## src/rtl/fetch_queue.sv

```systemverilog
// In-order instruction fetch buffer between the ibus response path and decode.
// Credit-throttled issue, multiple outstanding requests, flush with stale-response drop, optional bypass.
module fetch_queue #(
  parameter int unsigned DEPTH       = 4,
  parameter int unsigned OUTSTANDING = 1,
  parameter int unsigned PC_W        = 64,
  parameter int unsigned INSTR_W     = 32,
  parameter bit          BYPASS      = 1'b1
) (
  input  logic                     clk,
  input  logic                     reset,
  input  logic                     flush,
  input  logic                     req_issue,
  output logic                     fetch_allow,
  input  logic                     in_valid,
  input  logic [PC_W-1:0]          in_pc,
  input  logic [INSTR_W-1:0]       in_instr,
  input  logic                     in_exc,
  output logic                     out_valid,
  input  logic                     out_ready,
  output logic [PC_W-1:0]          out_pc,
  output logic [INSTR_W-1:0]       out_instr,
  output logic                     out_exc,
  output logic [$clog2(DEPTH):0]   count,
  output logic                     overflow
);

  localparam int unsigned AW = $clog2(DEPTH);
  localparam int unsigned CW = AW + 1;
  localparam int unsigned NW = $clog2(OUTSTANDING + 1);

  logic [AW-1:0]      head_q, head_d;
  logic [AW-1:0]      tail_q, tail_d;
  logic [CW-1:0]      count_q, count_d;
  logic [NW-1:0]      pending_q, pending_d;
  logic [NW-1:0]      stale_q, stale_d;
  logic               ovf_q, ovf_d;
  logic [PC_W-1:0]    pc_mem_q    [DEPTH];
  logic [INSTR_W-1:0] instr_mem_q [DEPTH];
  logic               exc_mem_q   [DEPTH];

  logic [31:0] occ_s;
  logic        empty_s, full_s;
  logic        issue_s, resp_s, drop_stale_s, accept_s;
  logic        bypass_s, byp_take_s, deq_s, enq_s, ovf_set_s;

  assign occ_s        = 32'(count_q) + 32'(pending_q);
  assign empty_s      = (count_q == {CW{1'b0}});
  assign full_s       = (32'(count_q) == DEPTH);
  assign fetch_allow  = (occ_s < DEPTH) && (32'(pending_q) < OUTSTANDING);

  // A saturated request counter ignores further issues; a response with nothing pending is not counted.
  assign issue_s      = req_issue && (32'(pending_q) < OUTSTANDING);
  assign resp_s       = in_valid && (pending_q != {NW{1'b0}});
  assign drop_stale_s = in_valid && (stale_q != {NW{1'b0}});
  assign accept_s     = in_valid && (stale_q == {NW{1'b0}}) && !flush;

  assign bypass_s     = BYPASS && empty_s && accept_s;
  assign out_valid    = !flush && (!empty_s || bypass_s);
  assign deq_s        = out_valid && out_ready && !empty_s;
  assign byp_take_s   = bypass_s && out_ready;
  assign enq_s        = accept_s && !byp_take_s && !full_s;
  assign ovf_set_s    = accept_s && !byp_take_s && full_s;

  assign count        = count_q;
  assign overflow     = ovf_q;

  // Output field mux: stored head first, else the bypassed response, else zero.
  always_comb begin
    out_pc    = {PC_W{1'b0}};
    out_instr = {INSTR_W{1'b0}};
    out_exc   = 1'b0;
    if (flush) begin
      out_pc    = {PC_W{1'b0}};
      out_instr = {INSTR_W{1'b0}};
      out_exc   = 1'b0;
    end else if (!empty_s) begin
      out_pc    = pc_mem_q[head_q];
      out_instr = instr_mem_q[head_q];
      out_exc   = exc_mem_q[head_q];
    end else if (bypass_s) begin
      out_pc    = in_pc;
      out_instr = in_instr;
      out_exc   = in_exc;
    end else begin
      out_pc    = {PC_W{1'b0}};
      out_instr = {INSTR_W{1'b0}};
      out_exc   = 1'b0;
    end
  end

  // Next-state for pointers, occupancy, request tracking and the sticky error.
  always_comb begin
    head_d    = head_q;
    tail_d    = tail_q;
    count_d   = count_q;
    stale_d   = stale_q;
    ovf_d     = ovf_q | ovf_set_s;
    pending_d = pending_q + NW'(issue_s) - NW'(resp_s);
    if (flush) begin
      // Everything in flight now belongs to the old path, except a request issued this cycle.
      count_d = {CW{1'b0}};
      head_d  = tail_q;
      stale_d = pending_q - NW'(resp_s);
    end else begin
      if (drop_stale_s) begin
        stale_d = stale_q - NW'(1'b1);
      end else begin
        stale_d = stale_q;
      end
      head_d  = head_q + AW'(deq_s);
      tail_d  = tail_q + AW'(enq_s);
      count_d = count_q + CW'(enq_s) - CW'(deq_s);
    end
  end

  // Control state register.
  always_ff @(posedge clk or negedge reset) begin
    if (!reset) begin
      head_q    <= {AW{1'b0}};
      tail_q    <= {AW{1'b0}};
      count_q   <= {CW{1'b0}};
      pending_q <= {NW{1'b0}};
      stale_q   <= {NW{1'b0}};
      ovf_q     <= 1'b0;
    end else begin
      head_q    <= head_d;
      tail_q    <= tail_d;
      count_q   <= count_d;
      pending_q <= pending_d;
      stale_q   <= stale_d;
      ovf_q     <= ovf_d;
    end
  end

  // Entry storage, written at the tail on enqueue.
  always_ff @(posedge clk or negedge reset) begin
    if (!reset) begin
      for (int i = 0; i < int'(DEPTH); i++) begin
        pc_mem_q[i]    <= {PC_W{1'b0}};
        instr_mem_q[i] <= {INSTR_W{1'b0}};
        exc_mem_q[i]   <= 1'b0;
      end
    end else if (enq_s) begin
      pc_mem_q[tail_q]    <= in_pc;
      instr_mem_q[tail_q] <= in_instr;
      exc_mem_q[tail_q]   <= in_exc;
    end else begin
      pc_mem_q[tail_q]    <= pc_mem_q[tail_q];
      instr_mem_q[tail_q] <= instr_mem_q[tail_q];
      exc_mem_q[tail_q]   <= exc_mem_q[tail_q];
    end
  end

endmodule

```

## config.mk

```make
export PLATFORM = sky130hd
export DESIGN_NAME = fetch_queue
export DESIGN_NICKNAME = d
export VERILOG_FILES = /design/src/rtl/fetch_queue.sv
export SDC_FILE = /design/constraint.sdc
export NUM_CORES = 1
export LEC_CHECK = 0
export ABC_AREA = 1
export ABC_CLOCK_PERIOD_IN_PS = 3000
export BUFFER_PORTS_ARGS = -buffer_cell sky130_fd_sc_hd__buf_4
export CAP_MARGIN = 5
export CORE_ASPECT_RATIO = 1.25
export CORE_MARGIN = 1
export CORE_UTILIZATION = 45
export CTS_BUF_LIST = sky130_fd_sc_hd__clkbuf_8
export DETAILED_ROUTE_END_ITERATION = 8
export GPL_TIMING_DRIVEN = 1
export PLACE_DENSITY_LB_ADDON = 0.25
export RECOVER_POWER = 100
export SETUP_SLACK_MARGIN = 0.5
export SYNTH_ARGS = -nofsm -noshare
export SYNTH_HDL_FRONTEND = slang
export SYNTH_SLANG_ARGS = --single-unit
```

## constraint.sdc

```tcl
create_clock -name clk -period 3 [get_ports clk]
set_input_delay 0.15 -clock clk [delete_from_list [all_inputs] [get_ports clk]]
set_output_delay 0.15 -clock clk [all_outputs]
set_load 0.05 [all_outputs]
```

# Yosys cells after proc, flatten, opt, wreduce, memory -nomap -nowiden
# Index checks and enable logic that the tools add are counted.
[op_classes]
reduce_logical = 22
n_div = 0
shifts = 0
n_eq_ne = 1
bitwise_logic = 4
add_sub_neg = 9
order_cmp = 5
n_mul = 0
n_mux = 46
[op_table]
columns = ["cell", "n"]
rows = [
  ["256-bit bitwise mux", 2],
  ["64-bit 2-to-1 mux", 8],
  ["64-bit binary-select mux with 2-bit select", 2],
  ["128-bit bitwise mux", 2],
  ["256-bit 2-to-1 mux", 1],
  ["32-bit 2-to-1 mux", 8],
  ["32-bit binary-select mux with 2-bit select", 2],
  ["64-bit demux with 2-bit select", 1],
  ["128-bit 2-to-1 mux", 1],
  ["32-bit demux with 2-bit select", 1],
  ["1-bit logical AND", 15],
  ["1-bit 2-to-1 mux", 10],
  ["4-bit bitwise mux", 2],
  ["3-bit greater-or-equal comparator (second input constant)", 2],
  ["2-bit NOT with 3-bit output", 2],
  ["2-bit by 1-bit adder with 2-bit output", 2],
  ["3-bit by 1-bit adder with 4-bit output", 1],
  ["1-bit binary-select mux with 2-bit select", 2],
  ["1-bit logical NOT", 4],
  ["4-bit by 3-bit less-than comparator with 1-bit output (second input constant)", 1],
  ["4-bit 2-to-1 mux", 1],
  ["3-bit by 1-bit adder with 3-bit output", 1],
  ["3-bit equality test (second input constant)", 1],
  ["3-bit logical NOT", 1],
  ["13 further kinds", 14],
]
[totals]
inputBits = 103
wordCells = 105
memories = 0
ramBits = 0
mem_bits_ro = 0
output_inout_bits = 103
reg_bits = 398
latch_bits = 0

# Depth between registers and ports, before layout
# Gate-level depths: netlist of run 1.
[depth]
depth_word = 11
mapped_depth = 14
ltp_nobuf = 12

# Worst setup path after synthesis of run 1
# No wires, ideal clock.
[synth_path]
path_type = "reg2reg"
startpoint = "register count_q[2] (netlist: count[2])"
endpoint = "register count_q[2] (netlist: count[2])"
path_buffers = 0
synth_period_minus_slack_ps = 2637
stages_incl_launch_ff = 13
setup_slack_ps = 363
arrival_time_ps = 2514
setup_ps = 123
cell_sequence = "dfrtp_1 -> inv_1 -> nand2_1 -> nand2_1 -> nand2_1 -> nand2_1 -> nor2_1 -> o21bai_1 -> ha_1 -> inv_1 -> fa_1 -> o21ai_0 -> a21oi_1"
[synth_via]
elab_cells_between_ends = 16
cone_classes = "2 x add/sub; 1 x eq/ne; 1 x mux; 12 x reduce/logical"
[synth_lines]
columns = ["element", "line_no", "text"]
rows = [
  ["start, declared", "34", "logic [CW-1:0] count_q, count_d;"],
  ["start signal, assigned", "122", "count_q <= {CW{1'b0}};"],
  ["start signal, assigned", "129", "count_q <= count_d;"],
  ["3-bit logical NOT *", "48", "assign empty_s = (count_q == {CW{1'b0}});"],
  ["1-bit logical NOT or 1-bit logical AND (tied branches)", "n/a", ""],
  ["1-bit logical OR *", "59", "assign out_valid = !flush && (!empty_s || bypass_s);"],
  ["1-bit logical AND *", "59", ""],
  ["via out_valid", "19", "output logic out_valid,"],
  ["1-bit logical AND * (2 in series)", "60", "assign deq_s = out_valid && out_ready && !empty_s;"],
  ["3-bit by 1-bit subtractor with 3-bit output *", "113", "count_d = count_q + CW'(enq_s) - CW'(deq_s);"],
  ["3-bit 2-to-1 mux *", "100", "if (flush) begin"],
  ["via count_d[2]", "34", ""],
]
# Mark *: on every way through the listed nets, which the timed path passes. The rest lies on a longest branch.
# A chain may end at the register's enable or synchronous reset.

# Final worst setup path of run 1
[layout_path]
startpoint = "register stale_q"
endpoint = "output out_instr[20]"
[layout_via]
elab_chain_cells = 7
[layout_lines]
columns = ["element", "line_no", "text"]
rows = [
  ["start, declared", "36", "logic [NW-1:0] stale_q, stale_d;"],
  ["start signal, assigned", "124", "stale_q <= {NW{1'b0}};"],
  ["start signal, assigned", "131", "stale_q <= stale_d;"],
  ["1-bit NOT", "56", "assign accept_s = in_valid && (stale_q == {NW{1'b0}}) && !flush;"],
  ["1-bit logical AND (2 in series)", "56", ""],
  ["1-bit logical AND", "58", "assign bypass_s = BYPASS && empty_s && accept_s;"],
  ["32-bit 2-to-1 mux", "81", "end else if (bypass_s) begin"],
  ["32-bit 2-to-1 mux", "77", "end else if (!empty_s) begin"],
  ["32-bit 2-to-1 mux", "73", "if (flush) begin"],
  ["end, declared", "22", "output logic [INSTR_W-1:0] out_instr,"],
]
# No other way between the ends.

==> impl_results.md, run 1 <==
* Status: complete, no violations
* DP Worst Slack at 405.1 ps
* CP Capture Type: output pin
* Chip width at 203.6 um
* CTS root buffer: clkbuf_8
* Min Tclk post-route at 2688 ps
* Slew Viols, Final at 0
* CP Max Fanout at 48
* Worst slew margin at 3.218%
* Type of origin of the critical path: flop
* First-pass GRT wire length at 121.1 mm
* Final WS setup at 312.4 ps
* CP Class: flop to output pin
* Post-synth top area cell: dfrtp_1
* Tot GR Track Use at 29.32%
* Area of the mapped netlist at 22850 um2
* Worst-Margin Slew at 1452 ps
* Initial core utilization at 45.93%
* DRC violations left at 0
* CTS Buf Count at 70
* Number of global-route vias before repair at 22160
* Most common cell in the synthesized netlist: nand3_1
* CTS tree: done
* PwrDens at 1010 nW/um2
* DIE HEIGHT at 253.9 um
* Final Hold Violating Endpoints at 0
* Die area at 51690 um2
* Layout cells sized above 1 at 12.43%
* CTS Sinks at 398
* Commonest cells post-synth: nand3_1 (1069), dfrtp_1 (398), o21ai_0 (342)
* Post-Synthesis Cells at 2993
* Synth cell types at 26
* Pre-antenna DRT Iters at 8
* Leakage power at 11.80 nW
* Core footprint at 49760 um2
* Clock slew at reported path FFs at 60 ps
* Worst EP required at 2850 ps
* Post-synth EDFFs at 0
* Synth Area per Inst at 7.635 um2
* Top post-synthesis cells by area: dfrtp_1 (44%), nand3_1 (23%), o21ai_0 (7.5%)
* Syn_nets at 3100
* Max-cap violations at 0
* Final Cycle Share at 89.59%
* Area Growth Syn to Fin at 19.25%
* Fill cell count at 4552
* Fin cells at 3832
* H-tree depth at 3
* Clk_lat worst skew at 660 ps
* Endpoints failing setup at 0
* Pin count of the biggest net entering global routing at 228
* Standard-cell rows at 91
* Vias at 23510
* Setup TNS at 0 ps
* DR vias/cell at 6.136
* Post-synthesis sequential area ratio at 43.59%
* Initial antenna violation count at 4
* Ys async rst share at 100.0%
* Initial DRC count at 2396
* WL/cell at 20.22 um
* HPWL after DPL at 38.22 mm
* Hold crit path type: input pin to flop
* Top Ports at 206
* FMAX at 372.1 MHz
* RSZ-0062 raised after global routing: true
* Yosys reg bits at 398
* Worst VDD drop at 1572 uV
* Gr ovfl total at 0
* Overall Power at 27.53 mW
* Clock skew at 23.45 ps
* IO buf count at 205
* Dpl cells at 3586
* Post-synth top flop: dfrtp_1
* Maximum clock insertion buffer count at 3
* Fin util at 54.77%
* Nets at 3246
* Yosys top cell area share at 43.59%
* Worst EP arrival at 2540 ps
* Routed WL at 77.48 mm
* Yosys warning total at 0
* Routed Antenna Nets at 0
* Final RePlAce weighted congestion at 0.8133
==> kinds of logic after synthesis <==
family / synth area share, %
AOI/OAI and AO/OA: 19.40
and+or+nand+nor: 25.61
DFF: 43.59
buffers and inverters: 11.15
adders and majority gates: 0.2519
==> worst max-delay path: stages (launching register included) <==
cell and delay [ps]:
dfrtp_1 350, nor2_1 120, nand2_1 110, clkinvlp_2 240
nand3_4 170, buf_8 240, o21ai_0 370, buf_4 280
==> state kept, by name, summed over array words and instances, names as in the netlist <==
signal       flops
pc_mem_q       256
instr_mem_q    128
exc_mem_q        4
count            3
head_q           2
tail_q           2
overflow         1
pending_q        1
stale_q          1
==> worst paths after layout <==
path                              start               to  slack, ps  cells after the start
max in group asynchronous         reset        head_q[1]        890                      3
max reg2reg                     stale_q  instr_mem_q[55]        400                      8
max                             stale_q    out_instr[20]        310                      7
min                           out_ready        head_q[1]        100                      5
min reg2reg                pc_mem_q[20]     pc_mem_q[20]        520                      2
min in group asynchronous         reset    pc_mem_q[111]        120                      2
==> layer usage <==
| layer | GRT usage [%] | share of wire (%) | routed length, um |
|---|---|---|---|
| met1 | 39.43 | 42 | 32570 |
| met2 | 46.89 | 47 | 36670 |
| met3 | 4.258 | 7.4 | 5751 |
| met4 | 12.89 | 3.2 | 2492 |
| met5 | 0 | 0 | 0 |
==> per-stage QoR <==
step                area (um2)  hold slack (ps)
global route             27250            101.7
floorplan                22850           -145.6
finish                   27250            103.3
detailed placement       24470            249.1
global placement         24470            243.1
CTS                      27200            79.00
==> timing repair <==
item / 4_1_cts / 5_1_grt
setup endpoints to repair: 179 / 141
gates resized for setup: 47 / 89
setup buffers: 11 / 6
hold endpoints to repair: 482 / 0
pin swaps: 6 / 3
hold buffers: 102 / 0
cloned: 8 / 5
==> cells in the final DEF, fill, tap and decap left out, types with 83 or more instances in the layout <==
master	count
dfrtp_1	394
inv_1	314
a21oi_1	191
nand2_1	110
dlygate4sd3_1	102
clkbuf_8	83
nand3_1	1067
buf_4	149
o21ai_0	296
o211ai_1	194
o21ai_1	92
==> where the power goes <==
group          internal (mW)  leakage (nW)  total (mW)  switching [mW]
clock network           2.45         0.711        4.77            2.31
registers               7.56          5.10        9.10            1.54
logic                   4.37          5.99        13.7            9.30
total                   14.4          11.8        27.5            13.1
==> layout make-up <==
class | instances | area (um2) | area share (%)
clock buffers | 82 | 1129 | 4.142
multi-input cells | 1989 | 10480 | 38.46
repair buffers | 378 | 3553 | 13.04
inverters | 302 | 1165 | 4.275
clock inverters | 28 | 126.4 | 0.4637
flip-flops and latches | 398 | 9972 | 36.59
diodes | 4 | 10.01 | 0.03673
well taps | 651 | 814.5 | 2.989
Power figures use the tool's default switching activity.
==> inputs of run 2 (changes only) <==
--- a/config.mk
+++ b/config.mk
@@ -11,11 +11,11 @@
 export CAP_MARGIN = 5
 export CORE_ASPECT_RATIO = 1.25
 export CORE_MARGIN = 1
-export CORE_UTILIZATION = 45
+export CORE_UTILIZATION = 36
 export CTS_BUF_LIST = sky130_fd_sc_hd__clkbuf_8
 export DETAILED_ROUTE_END_ITERATION = 8
 export GPL_TIMING_DRIVEN = 1
-export PLACE_DENSITY_LB_ADDON = 0.25
+export PLACE_DENSITY_LB_ADDON = 0.3
 export RECOVER_POWER = 100
 export SETUP_SLACK_MARGIN = 0.5
 export SYNTH_ARGS = -nofsm -noshare
==> run 2 against run 1 <==
  * Clock power rose by 14%
  * Routed wire length increased by 0.91%
  * Setup slack gained 39 ps
  * Hold slack improved by 21 ps
  * Cell area up 2.5%
  * Sequential power about the same
  * Sequential share of layout area fell by 0.89 points
  * Cell count increased by 5.6%
  * Largest power group unchanged
  * Total power rose by 3.3%
  * The flow now finishes with violations (max-capacitance violations, max-slew violations)
==> impl_results.md, run 2 (synthesis results as in run 1) <==
* CP Max Fanout at 48 (unchanged)
* Layout cells sized above 1 at 13.82% (+1.4 points)
* Pre-antenna DRT Iters at 5 (-3)
* Slew Viols, Final at 143 (+143)
* DP Worst Slack at 595.7 ps (+190.7 ps)
* Maximum clock insertion buffer count at 3 (unchanged)
* Worst slew margin at -47.69% (-51 points)
* Fill cell count at 6082 (+34%)
* DR vias/cell at 5.689 (-7.3%)
* Worst VDD drop at 858.6 uV (-45%)
* Leakage power at 12.04 nW (+2.0%)
* Most frequent cells in the layout: nand3_1 (1064), dfrtp_1 (393), inv_1 (318)
* Final RePlAce weighted congestion at 0.7588 (-6.7%)
* Min Tclk post-route at 2649 ps (-38.87 ps)
* Final Cycle Share at 88.29% (-1.3 points)
* Chip width at 227.3 um (+12%)
* H-tree depth at 3 (unchanged)
* Clock slew at reported path FFs at 60 ps (about the same)
* Initial core utilization at 36.62% (-9.3 points)
* Failing checks: max-capacitance violations, max-slew violations
* FMAX at 377.5 MHz (+1.5%)
* Overall Power at 28.43 mW (+3.3%)
* Worst EP arrival at 2500 ps (-40 ps)
* Endpoints failing setup at 0 (unchanged)
* Routed Antenna Nets at 0 (unchanged)
* Initial DRC count at 2203 (-8.1%)
* Final Hold Violating Endpoints at 0 (unchanged)
* HPWL after DPL at 39.25 mm (+2.7%)
* Largest regs: pc_mem_q x256, instr_mem_q x128, exc_mem_q x4
* CTS tree: done
* WL/cell at 19.31 um (-4.5%)
* Max-cap violations at 4 (+4)
* Die area at 64490 um2 (+25%)
* Largest Register: pc_mem_q
* Clock skew at 27.44 ps (+3.989 ps)
* RSZ-0062 raised after global routing: true
* Fin cells at 4048 (+5.6%)
* Final WS setup at 351.2 ps (+38.88 ps)
* CTS Buf Count at 72 (+2.9%)
* Status: complete, but fails checks
* Commonest non-fill, non-tap cell in the layout: nand3_1
* Top Ports at 206 (unchanged)
* Area Growth Syn to Fin at 22.25%
* Type of origin of the critical path: flop
* Dpl cells at 3776 (+5.3%)
* PwrDens at 1018 nW/um2 (+0.74%)
* Clk_lat worst skew at 660 ps (about the same)
* IO buf count at 205 (unchanged)
* DIE HEIGHT at 283.7 um (+12%)
* Max reg flops at 256 (unchanged)
* CTS root buffer: clkbuf_8
* Initial antenna violation count at 4 (unchanged)
* Number of global-route vias before repair at 21370 (-3.6%)
* Nets at 3265 (+0.59%)
* CP Capture Type: output pin
* Tot GR Track Use at 23.24% (-6.1 points)
* First-pass GRT wire length at 120.1 mm (-0.83%)
* DRC violations left at 0 (unchanged)
* Setup TNS at 0 ps (unchanged)
* Standard-cell rows at 102 (+12%)
* CTS Sinks at 398 (unchanged)
* Core footprint at 62410 um2 (+25%)
* Routed WL at 78.19 mm (+0.91%)
* CP Class: flop to output pin
* Pin count of the biggest net entering global routing at 218 (-4.4%)
* Gr ovfl total at 0 (unchanged)
* Worst EP required at 2850 ps (about the same)
* Vias at 23030 (-2.0%)
* Hold crit path type: input pin to flop
* Worst-Margin Slew at 2215 ps (+763.7 ps)
## run 2: layout make-up
class | instances | area, um2 | area share, %
diodes | 3 | 7.507 | 0.02687
clock buffers | 97 | 1335 | 4.779
clock inverters | 32 | 161.4 | 0.5778
inverters | 302 | 1172 | 4.197
multi-input cells | 1987 | 10530 | 37.68
flip-flops and latches | 398 | 9973 | 35.70
well taps | 832 | 1041 | 3.726
repair buffers | 395 | 3701 | 13.25
repair inverters | 2 | 17.52 | 0.06270
## run 2: final timing paths
| kind | from | to | slack [ps] | depth (start not counted) |
|---|---|---|---|---|
| min | out_ready | head_q[1] | 120 | 5 |
| min in group asynchronous | reset | instr_mem_q[107] | 270 | 3 |
| min reg2reg | instr_mem_q[20] | instr_mem_q[20] | 520 | 2 |
| max in group asynchronous | reset | pc_mem_q[56] | 710 | 3 |
| max | count[1] | out_instr[24] | 350 | 7 |
| max reg2reg | count[1] | pc_mem_q[249] | 410 | 8 |
## run 2: routing by layer
layer / part of all wire [%] / track usage [%] / wire (um)
met5: 0.017 / 0 / 13
met3: 5.1 / 3.075 / 4019
met2: 48 / 37.60 / 37570
met4: 2.0 / 7.836 / 1578
met1: 45 / 31.75 / 35000
## run 2: timing repair
action                                  4_1_cts  5_1_grt
gates resized for setup                      35      119
cloned                                        4        9
endpoints found under the setup margin       97      100
hold buffers                                103        0
setup buffers                                13       11
pin swaps                                     3        6
endpoints found under the hold margin       738        0
## run 2: worst max-delay path, cell delays in order, from the launching register on
cell and delay, ps:
dfrtp_2 440, nor2_1 180, clkbuf_1 260, nand3_4 120, buf_4 160, buf_12 180, o21ai_0 280, buf_6 210
## run 2: through the flow
| stage | utilization, % | hold slack [ps] | area [um2] |
|---|---|---|---|
| 3_3_place_gp | 39.89 | 83.93 | 24890 |
| 3_5_place_dp | 39.89 | 79.45 | 24890 |
| 4_1_cts | 44.45 | 47.88 | 27740 |
| 2_1_floorplan | - | -145.6 | 22850 |
| 6_report | 44.76 | 123.9 | 27940 |
| 5_1_grt | 44.76 | 140.2 | 27940 |
## run 2: power breakdown
part	switching [mW]	internal (mW)	total [mW]
clock	2.47	2.96	5.43
combinational	9.38	4.54	13.9
sequential	1.52	7.56	9.08
